File: src/rtl/alarm_unit.sv
// alarm_unit: stores alarm time, detects alarm/snooze matches and runs the arm/ring/snooze FSM driving ringing and buzz
module alarm_unit #(
  parameter int ALARM_RST_HOUR = 7,
  parameter int ALARM_RST_MIN = 0,
  parameter int SNOOZE_MIN = 5,
  parameter int BUZZ_HALF = 12_500_000,
  parameter longint RING_TIMEOUT = 64'd3_000_000_000
) (
  input logic clk,
  input logic reset,
  input logic [5:0] inSec,
  input logic [5:0] inMin,
  input logic [4:0] inHour,
  input logic armSw,
  input logic setSw,
  input logic keyHourN,
  input logic keyMinN,
  input logic snoozeN,
  input logic stopN,
  output logic [4:0] alarmHour,
  output logic [5:0] alarmMin,
  output logic [1:0] state,
  output logic ringing,
  output logic buzz
);
  localparam logic [1:0] IDLE = 2'd0, ARMED = 2'd1, RINGING = 2'd2, SNOOZE = 2'd3;
  localparam int RW = $clog2(RING_TIMEOUT + 1);
  localparam int BW = $clog2(BUZZ_HALF + 1);
  logic [3:0] k1, k2, press;
  logic [1:0] sw;
  logic [1:0] st, nxt;
  logic match, match_q, smatch, smatch_q, trig, strig;
  logic [4:0] snz_hour, snz_h;
  logic [5:0] snz_min;
  logic [6:0] snz_sum;
  logic snz_c;
  logic [RW-1:0] ring_cnt;
  logic [BW-1:0] buzz_cnt;
  logic enter, ring_done, buzz_wrap;
  assign press = k2 & ~k1;
  assign match = inHour == alarmHour && inMin == alarmMin && inSec == 6'd0;
  assign smatch = inHour == snz_hour && inMin == snz_min && inSec == 6'd0;
  assign trig = match & ~match_q;
  assign strig = smatch & ~smatch_q;
  assign snz_sum = {1'b0, inMin} + 7'(SNOOZE_MIN);
  assign snz_c = snz_sum >= 7'd60;
  assign snz_h = inHour + {4'd0, snz_c};
  assign enter = nxt == RINGING && st != RINGING;
  assign ring_done = ring_cnt == RW'(RING_TIMEOUT - 1);
  assign buzz_wrap = buzz_cnt == BW'(BUZZ_HALF - 1);
  always_ff @(posedge clk) begin
    if (reset) begin
      k1 <= '1;
      k2 <= '1;
      sw <= '0;
      st <= IDLE;
      match_q <= 1'b0;
      smatch_q <= 1'b0;
      alarmHour <= 5'(ALARM_RST_HOUR);
      alarmMin <= 6'(ALARM_RST_MIN);
      snz_hour <= '0;
      snz_min <= '0;
      ring_cnt <= '0;
      buzz_cnt <= '0;
      buzz <= 1'b0;
    end else begin
      k1 <= {stopN, snoozeN, keyMinN, keyHourN};
      k2 <= k1;
      sw <= {setSw, armSw};
      st <= nxt;
      match_q <= match;
      smatch_q <= smatch;
      if (sw[1] && press[0]) alarmHour <= alarmHour == 5'd23 ? 5'd0 : alarmHour + 5'd1;
      if (sw[1] && press[1]) alarmMin <= alarmMin == 6'd59 ? 6'd0 : alarmMin + 6'd1;
      if (st == RINGING && nxt == SNOOZE) begin
        snz_min <= snz_c ? 6'(snz_sum - 7'd60) : snz_sum[5:0];
        snz_hour <= snz_h == 5'd24 ? 5'd0 : snz_h;
      end
      ring_cnt <= (nxt == RINGING && !enter) ? ring_cnt + RW'(1) : '0;
      buzz_cnt <= (nxt == RINGING && !enter && !buzz_wrap) ? buzz_cnt + BW'(1) : '0;
      buzz <= nxt != RINGING ? 1'b0 : enter ? 1'b1 : buzz_wrap ? ~buzz : buzz;
    end
  end
  always_comb begin
    nxt = st;
    if (sw[1] || !sw[0]) nxt = IDLE;
    else
      case (st)
        IDLE: nxt = ARMED;
        ARMED: nxt = trig ? RINGING : ARMED;
        RINGING: nxt = press[3] ? ARMED : press[2] ? SNOOZE : ring_done ? ARMED : RINGING;
        default: nxt = press[3] ? ARMED : strig ? RINGING : SNOOZE;
      endcase
  end
  always_comb begin
    state = st;
    ringing = st == RINGING;
  end
endmodule

File: config.mk
export PLATFORM = sky130hd
export DESIGN_NAME = alarm_unit
export DESIGN_NICKNAME = d
export VERILOG_FILES = /design/src/rtl/alarm_unit.sv
export SDC_FILE = /design/constraint.sdc
export NUM_CORES = 1
export LEC_CHECK = 0
export CAP_MARGIN = 20
export CORE_ASPECT_RATIO = 1.2
export CORE_MARGIN = 2
export CORE_UTILIZATION = 44
export CTS_CLUSTER_SIZE = 14
export DETAILED_ROUTE_END_ITERATION = 10
export GPL_TIMING_DRIVEN = 1
export PLACE_DENSITY = 0.69
export SLEW_MARGIN = 5
export SYNTH_ARGS = -nofsm -noshare
export SYNTH_HDL_FRONTEND = slang
export SYNTH_SLANG_ARGS = --single-unit
File: constraint.sdc
create_clock -name clk -period 8.4 [get_ports clk]
set_input_delay 0.84 -clock clk [delete_from_list [all_inputs] [get_ports clk]]
set_output_delay 0.84 -clock clk [all_outputs]
set_load 0.05 [all_outputs]
==> impl_metrics.ini <==
[outcome]
status = finished clean

[power_and_ir_drop]
power_density_nw_per_um2 = 173.4
p_sw_w = 0.0002021
pwr-share-comb = 0.062
p_int_w = 0.0007333
p_leak_nw = 1.725
vdd_ir_drop_max_mv = 0.09766
switching_share = 0.2161
clockPowerShare = 0.460
total_power_w = 0.0009355
sequentialPowerShare = 0.478

[clock_tree]
postCtsSetupBuffers = 0
clkTransAtPathRegs_ns = 0.06
clk_latency_ns = 0.34
cts_resized = 0
cts_tree = built
cts_root_buf = clkbuf_16
cts_sinks = 93
holdBufCountCts = 0
clock_path_buffers = 2
h-tree-depth = 3
numCtsBuffers = 9

[route]
drt_iter0_drc = 99
firstDrtPassIters = 5
ant_nets = 0
wirelength_mm = 9.427
via_per_inst = 5.228
drc = 0
wl_per_cell_um = 13.51
dr_total_vias = 3649

[sta]
holdWs_ns = 0.4297
slew_headroom = 0.3924
min_period_ns = 4.061
hold_viol_final = 0
setup_slack_ns = 4.339
setup_viol = 0
skew_ns = 0.007890
drv_slew = 0
rsz0062_at_grt = no
fmax_mhz = 246.3
final.setup.tns_ns = 0
period_share = 0.4834
tightest_slew_ns = 0.9030

[final_layout]
area_growth_pct = 16.29
layout.cells.most_common = dfxtp_1
nNetsFinal = 598
num_antenna_cells = 0
final_layout_size_suffix_gt1_frac = 0.07733
layout_common_cells = dfxtp_1 (93), nor2_1 (73), xnor2_1 (62)

[critical_path]
arrival_ns = 4.34
end_kind = flip-flop
worstPathRequired_ns = 8.68
start_kind = primary input
crit_type = in2reg
crit_path_max_fanout = 7

[grt]
grt_max_degree = 57
gr-usage-all-layers = 0.1740
grt_pass1_wl_mm = 16.03
overflow = 0
grt_pass1_vias = 3568
antenna_found_initial = 0

[logic_synthesis]
async_flop_share = 0
synth_warnings = 0
postSynthCellCount = 533
synth_flop_cell = dfxtp_1
synth_nets = 567
ys_ff_latch = 93
yosysUniqueCellTypes = 54
postSynthAreaPerCell_sq_um = 8.702
seq_area_frac_synth = 0.4014
netlist_area_sq_um = 4638
synth-edff-count = 0

[die]
die_w_um = 97.73
pin_count = 40
rows = 41
core-area_sq_um = 10410
initial_utilization = 0.4454
fp.dieArea_sq_um = 11380
die_h_um = 116.5

[min_path]
hp-class = reg2reg

[placed_design]
io_buffer_count = 39
place_ws_ns = 3.974
gp_congestion = 0.8682
hpwl_mm = 6.778

[run]
cap_violations = 0
==> power by group through the flow <==
| stage | registers (W) | clock network [W] | logic, W |
|---|---|---|---|
| floorplan | 0.000460 | 0 | 0.0000327 |
| finish | 0.000447 | 0.000431 | 0.0000581 |
| CTS | 0.000447 | 0.000440 | 0.0000585 |
| detailed placement | 0.000457 | 0 | 0.0000583 |
| global route | 0.000447 | 0.000458 | 0.0000637 |
| global placement | 0.000457 | 0 | 0.0000569 |
==> logic make-up (layout without fill, tap and decap cells) <==
logic type / count (synthesis) / count (layout) / synth area share
AND/OR/NAND/NOR: 259 / 259 / 0.2868
flip-flops: 93 / 93 / 0.4014
XOR/XNOR: 87 / 87 / 0.1643
AO/OA/AOI/OAI: 49 / 49 / 0.07850
buffers and inverters: 32 / 68 / 0.03615
adder cells (fa/ha/maj): 9 / 9 / 0.02428
multiplexers: 4 / 4 / 0.008633
==> sequential cells by signal, indices dropped and copies added (netlist names), 4 cells and up <==
signal / count
alarmMin: 6
alarmHour: 5
snz_hour: 5
k2: 4
snz_min: 6
buzz_cnt: 24
ring_cnt: 32
k1: 4
==> critical path, stage by stage <==
cell and delay [ns]:
clkdlybuf4s50_1 0.54, ha_1 0.30, xnor2_1 0.39, ha_1 0.31, nand3b_1 0.11, mux2i_1 0.15
a31oi_1 0.05, o21ai_0 0.38, ha_1 0.25, ha_1 0.18, xor2_1 0.20, or3_1 0.15
o21ai_0 0.06, or3_1 0.30, a21oi_1 0.13
==> path summary, 6_finish.rpt <==
kind,start,end,slack [ns],cells after the start
worst max-delay path,inMin[0],snz_hour[3]$_SDFFE_PP0P_,4.34,15
worst min register to register,k1[0]$_SDFF_PP1_,k2[0]$_SDFF_PP1_,0.43,1
worst max register to register,ring_cnt[0]$_SDFF_PP0_,ring_cnt[6]$_SDFF_PP0_,5.54,9
worst min-delay path,k1[0]$_SDFF_PP1_,k2[0]$_SDFF_PP1_,0.43,1
==> final cells by class <==
type / instances / area, sq um
clock inverter: 6 / 86.33
clock buffer: 10 / 229.0
timing repair buffer: 41 / 405.4
fill: 973 / 5020
multi-input combinational: 408 / 2609
sequential: 93 / 1862
inverter: 11 / 41.29
tap: 129 / 161.4
==> synth_stat cells, types with 2 or more instances <==
cell | n | area share
nand2b_1 | 7 | 0.0094
and3_1 | 12 | 0.016
buf_2 | 4 | 0.0043
and4_1 | 2 | 0.0038
buf_6 | 5 | 0.012
nor3_1 | 15 | 0.016
nand3b_1 | 5 | 0.0081
nand4_1 | 19 | 0.026
xor2_1 | 25 | 0.047
clkbuf_1 | 10 | 0.0081
dfxtp_1 | 93 | 0.40
o21ai_0 | 12 | 0.013
o21bai_1 | 2 | 0.0032
and3b_1 | 2 | 0.0038
nor2_2 | 8 | 0.011
nor4b_1 | 3 | 0.0057
nor2_1 | 73 | 0.059
nand2_1 | 45 | 0.036
or3_1 | 5 | 0.0067
nor4_1 | 4 | 0.0054
inv_1 | 11 | 0.0089
or4_1 | 3 | 0.0049
a21oi_1 | 17 | 0.018
nor2b_1 | 6 | 0.0081
nand3_1 | 32 | 0.035
a31oi_1 | 2 | 0.0027
xnor2_1 | 62 | 0.12
nor3b_1 | 2 | 0.0032
or2_2 | 10 | 0.013
mux2i_1 | 4 | 0.0086
ha_1 | 9 | 0.024
a211oi_1 | 2 | 0.0032
==> layer usage <==
layer | track usage | share of wire | vias to the layer above
li1 | - | - | 1880
met5 | 0 | 0 | -
met3 | 0.04189 | 0.038 | 12
met4 | 0.07222 | 0.021 | 0
met1 | 0.2034 | 0.45 | 1696
met2 | 0.3085 | 0.50 | 61
==> stage by stage <==
stage / cells / instance area [sq um] / util
2_1_floorplan: 533 / 4638 / -
3_3_place_gp: 682 / 5079 / 0.4877
3_5_place_dp: 682 / 5079 / 0.4877
4_1_cts: 698 / 5394 / 0.5180
5_1_grt: 698 / 5394 / 0.5180
6_report: 698 / 5394 / 0.5180
Note: power is estimated with default switching activity, not from simulation.
